[src/rtl/regref_sequencer.sv]
`default_nettype none
// ============================================================================
// Module   : regref_sequencer
// Purpose  : T0..T3 instruction-cycle sequencer. Executes register-reference
//            instructions at T3 and hands all other opcodes to an external
//            executor. Optional macro: RRI_SINGLE_OP_EN (reject combined microops).
// Revision : 1.0
// ============================================================================
module regref_sequencer #(
   parameter int         AC_W      = 16,
   parameter logic [3:0] REGREF_OP = 4'b0111
) (
   input  logic            CLK,
   input  logic            RST,
   input  logic            run,
   input  logic [15:0]     IR,
   input  logic [AC_W-1:0] AC,
   input  logic            E,
   input  logic            ext_done,
   output logic [3:0]      T,
   output logic            running,
   output logic            ar_from_pc,
   output logic            ir_load,
   output logic            pc_inc,
   output logic            ar_from_ir,
   output logic            clr_ac,
   output logic            clr_e,
   output logic            com_ac,
   output logic            com_e,
   output logic            cir_ac,
   output logic            cil_ac,
   output logic            inc_ac,
   output logic            ext_start
`ifdef RRI_SINGLE_OP_EN
   ,
   output logic            illegal_op
`endif
);

   typedef enum logic [2:0] {
      S_IDLE = 3'd0,
      S_T0   = 3'd1,
      S_T1   = 3'd2,
      S_T2   = 3'd3,
      S_T3   = 3'd4,
      S_WAIT = 3'd5
   } state_t;

   state_t      r_state;
   state_t      w_next;
   logic [15:0] r_ir_q;
   logic        w_regref;
   logic        w_skip;
   logic        w_multi;

   assign w_regref = (r_ir_q[15:12] == REGREF_OP);

   // Any enabled skip condition yields one pc_inc strobe.
   assign w_skip = (r_ir_q[4] & ~AC[AC_W-1])
                 | (r_ir_q[3] &  AC[AC_W-1])
                 | (r_ir_q[2] &  (AC == '0))
                 | (r_ir_q[1] & ~E);

`ifdef RRI_SINGLE_OP_EN
   // x & (x-1) clears the lowest set bit; non-zero means two or more bits set.
   assign w_multi = |(r_ir_q[11:0] & (r_ir_q[11:0] - 12'd1));
`else
   assign w_multi = 1'b0;
`endif

   always_ff @(posedge CLK) begin
      if (RST) begin
         r_state <= S_IDLE;
         r_ir_q  <= '0;
      end else begin
         r_state <= w_next;
         if (r_state == S_T2) begin
            r_ir_q <= IR;
         end
      end
   end

   always_comb begin
      w_next     = r_state;
      T          = 4'b0000;
      running    = (r_state != S_IDLE);
      ar_from_pc = 1'b0;
      ir_load    = 1'b0;
      pc_inc     = 1'b0;
      ar_from_ir = 1'b0;
      clr_ac     = 1'b0;
      clr_e      = 1'b0;
      com_ac     = 1'b0;
      com_e      = 1'b0;
      cir_ac     = 1'b0;
      cil_ac     = 1'b0;
      inc_ac     = 1'b0;
      ext_start  = 1'b0;
`ifdef RRI_SINGLE_OP_EN
      illegal_op = 1'b0;
`endif
      case (r_state)
         S_IDLE: begin
            if (run) begin
               w_next = S_T0;
            end
         end
         S_T0: begin
            T          = 4'b0001;
            ar_from_pc = 1'b1;
            w_next     = S_T1;
         end
         S_T1: begin
            T       = 4'b0010;
            ir_load = 1'b1;
            pc_inc  = 1'b1;
            w_next  = S_T2;
         end
         S_T2: begin
            T          = 4'b0100;
            ar_from_ir = 1'b1;
            w_next     = S_T3;
         end
         S_T3: begin
            T = 4'b1000;
            if (!w_regref) begin
               ext_start = 1'b1;
               w_next    = S_WAIT;
            end else if (w_multi) begin
`ifdef RRI_SINGLE_OP_EN
               illegal_op = 1'b1;
`endif
               w_next = S_T0;
            end else begin
               clr_ac = r_ir_q[11];
               clr_e  = r_ir_q[10];
               com_ac = r_ir_q[9];
               com_e  = r_ir_q[8];
               cir_ac = r_ir_q[7];
               cil_ac = r_ir_q[6];
               inc_ac = r_ir_q[5];
               pc_inc = w_skip;
               // HLT drops to IDLE; running falls with the state change.
               w_next = r_ir_q[0] ? S_IDLE : S_T0;
            end
         end
         S_WAIT: begin
            if (ext_done) begin
               w_next = S_T0;
            end
         end
         default: begin
            w_next = S_IDLE;
         end
      endcase
   end

endmodule
`default_nettype wire

[config.mk]
export PLATFORM = sky130hd
export DESIGN_NAME = regref_sequencer
export DESIGN_NICKNAME = d
export VERILOG_FILES = /design/src/rtl/regref_sequencer.sv
export SDC_FILE = /design/constraint.sdc
export NUM_CORES = 1
export LEC_CHECK = 0
export ABC_AREA = 0
export ABC_CLOCK_PERIOD_IN_PS = 1400
export CORE_ASPECT_RATIO = 0.7
export CORE_MARGIN = 5
export CORE_UTILIZATION = 25
export CTS_CLUSTER_DIAMETER = 80
export DETAILED_ROUTE_END_ITERATION = 6
export PLACE_DENSITY = 0.65
export SKIP_LAST_GASP = 1
export SLEW_MARGIN = 0
export SYNTH_ARGS = -nofsm -noshare
export SYNTH_HDL_FRONTEND = slang
export SYNTH_SLANG_ARGS = --single-unit
[constraint.sdc]
create_clock -name CLK -period 1.4 [get_ports CLK]
set_input_delay 0.28 -clock CLK [delete_from_list [all_inputs] [get_ports CLK]]
set_output_delay 0.28 -clock CLK [all_outputs]
set_load 0.005 [all_outputs]
==> flow_summary_export.csv <==
group,metric,value,unit
yosys,synthArstFlopShare,0,
yosys,synthCells,121,
die,die_w,83.6,um
placed_design,dp_hpwl,2310,um
timing,fin_crit_sh,1.21,
setup_path,startpoint,"r_ir_q[15]",
pwr,powerDensity,670,mW/mm^2
layout,n_fill_cell,329,
yosys,synth_area_leaders,"dfxtp_1 40%, nand2_1 13%, a21oi_1 9.5%",
setup_path,reg2reg_slack,30,ps
grt,grt_usage,0.127,
setup_path,r2r_start,"r_state[1]",
grt,grt_pass1_vias,1172,
placed_design,post-place-ws,-788,ps
detailed_routing,avgViaCountPerCell,4.44,
placed_design,dpl.cell_count,233,
timing,whs,453,ps
min_path,min_from,"r_ir_q[8]",
placed_design,io_buffer_count,53,
yosys,synth-main-ff-cell,"dfxtp_1",
yosys,synth_top_cell_by_area,"dfxtp_1",
placed_design,dpl_cell_area,0.00163,mm^2
setup_path,critPathArrivalTime,1420,ps
die,die_area,0.00514,mm^2
layout,layout-drive-gt1-share,0.415,
detailed_routing,drt_iter0_markers,17,
timing,setup-violations-final,17,
layout,areaGrowthSynthToFinish,112,%
clock_network,clk_latency,250,ps
timing,worst_slack,-300,ps
timing,rsz0062_at_grt,"yes",
setup_path,crit_path_end,"pc_inc",
setup_path,cp_max_fo,3,
detailed_routing,drc,0,
yosys,synthMostInstantiatedCell,"nand2_1",
clock_network,cts.sinks,19,
detailed_routing,wl_per_cell,13.5,um
die,placeableCoreArea,0.00358,mm^2
detailed_routing,wirelength,3480,um
layout,fin_nets,245,
timing,fmax,0.588,GHz
detailed_routing,dr_wl_met2,1710,um
clock_network,tritoncts,"yes",
pwr,irDropWorstVdd,689,uV
pwr,leakage,0.000904,uW
clock_network,cts_buffers,3,
placed_design,gp_congestion,0.771,
layout,multi_input_area,597,um^2
timing,skew,1.05,ps
detailed_routing,wl_met1,1450,um
layout,instances_no_fill,257,
die,top_level_ports,54,
detailed_routing,highest_layer,"met3",
yosys,yosys-top-cells-count,"34 x nand2_1, 19 x dfxtp_1, 18 x a21oi_1",
timing,relSlewSlack,0.832,
grt,grt_first_pass_wirelength,5250,um
grt,grt-ovfl-total,0,
setup_path,end_kind,"output port",
clock_network,cts_root_buf,"clkbuf_8",
yosys,synth_edf_count,0,
detailed_routing,dr.pass1.iters,4,
setup_path,cp_data_required_time,1120,ps
clock_network,h-tree-depth,1,
detailed_routing,ant_nets,0,
timing,final_max_slew_viol_count,0,
run_status,violations,"negative setup slack",
setup_path,criticalPathCategory,"reg -> out",
yosys,syn-mean-instance-area,7.84,um^2
die,start_util,0.265,
clock_network,cts.clk_slew.worst_paths,70,ps
yosys,yosys_warnings,0,
yosys,synth_cell_types,28,
clock_network,postCtsHoldBufs,0,
timing,period_minus_slack,1700,ps
grt,grt_max_degree,20,
min_path,hp-class,"reg -> reg",
detailed_routing,vias,1140,
yosys,netlist_area,948,um^2
setup_path,reg2reg_depth,7,
timing,worst_slew_pin_slew,251,ps
flow_run,cap_violations,0,
run_status,status,"complete, but fails checks",
grt,antenna_found_initial,0,
setup_path,worstReg2RegEnd,"r_ir_q[10]",
die,die_h,61.5,um
yosys,syn_nets,158,
layout,regArea,385,um^2
setup_path,cp-start-kind,"flip-flop",
die,rows,18,
layout,stdcell_area,0.00201,mm^2
yosys,synth_top_area_share,0.401,
yosys,ys_seq_elements,19,
layout,insertedDiodeCount,0,
timing,hold_viol,0,
detailed_routing,route.met3.wl,321,um
clock_network,clockBufferDepth,2,
yosys,yosysSeqAreaShare,0.401,
## per-stage QoR
step | setup TNS [ps] | power [uW] | utilization
final | -3120 | 1350 | 0.561
after global routing | -4160 | 1410 | 0.561
after CTS | -2480 | 1310 | 0.516
after detailed placement | -4900 | 872 | 0.454
after global placement | -4770 | 866 | 0.454
after floorplan | 0 | 684 | -
## kinds of logic after synthesis
family                 share of synthesized area
AOI/OAI and AO/OA                          0.135
and+or+nand+nor                            0.368
DFF                                        0.401
buffers and inverters                     0.0963
## cell type report
| cell class | instances | share of cell area |
|---|---|---|
| Clock buffer | 4 | 0.0224 |
| Inverter | 7 | 0.0143 |
| Multi-Input combinational cell | 86 | 0.297 |
| Sequential cell | 19 | 0.192 |
| Tap cell | 50 | 0.0311 |
| Timing Repair Buffer | 91 | 0.443 |
## sequential cells by signal (all words and copies together) (netlist names)
| signal | count |
|---|---|
| r_ir_q | 16 |
| r_state | 3 |
## how the worst min path moves through the flow
stage / end / slack, ps / depth (start not counted)
finish: r_ir_q[8] / 450 / 2
global route: r_ir_q[8] / 480 / 2
floorplan: r_ir_q[10] / 420 / 2
detailed placement: r_ir_q[6] / 440 / 2
CTS: r_ir_q[8] / 460 / 2
global placement: r_ir_q[5] / 440 / 2
## repair_timing
| item | in CTS | in global routing |
|---|---|---|
| pin swaps | 13 | 10 |
| setup endpoints to repair | 17 | 18 |
| gates resized for setup | 106 | 24 |
| setup buffers | 12 | 9 |
## where the power goes
group          internal (uW)  switching [uW]  total (uW)
logic                    255             138         392
clock network            202             178         380
registers                560            14.1         574
total                   1020             330        1350
## metal layers
metal | GRT usage | vias to the layer above
met5 | 0 | -
met4 | 0.00688 | 0
met3 | 0.0628 | 0
met2 | 0.237 | 42
met1 | 0.141 | 518
li1 | - | 580
## cell usage in the layout, fill, tap and decap left out, types with 2 or more instances in the layout
| cell | instances |
|---|---|
| buf_4 | 22 |
| nor3b_4 | 3 |
| and3_4 | 5 |
| nand2_1 | 32 |
| nor3b_2 | 2 |
| buf_12 | 3 |
| dfxtp_1 | 15 |
| inv_1 | 4 |
| dlygate4sd2_1 | 3 |
| clkdlybuf4s50_1 | 27 |
| nor4_2 | 2 |
| a21oi_1 | 18 |
| nor2_1 | 4 |
| nor2b_1 | 2 |
| or3_1 | 2 |
| dfxtp_2 | 4 |
| clkbuf_8 | 3 |
| inv_2 | 2 |
| buf_6 | 23 |
| dlymetal6s2s_1 | 6 |
| buf_2 | 7 |
| and3_1 | 2 |
## worst max-delay path: stages (launching register included)
cell	delay (ps)
dfxtp_2	330
and4b_2	320
buf_6	130
nand4_4	80
o221ai_2	160
buf_2	150
(Power assumes the default switching activity.)
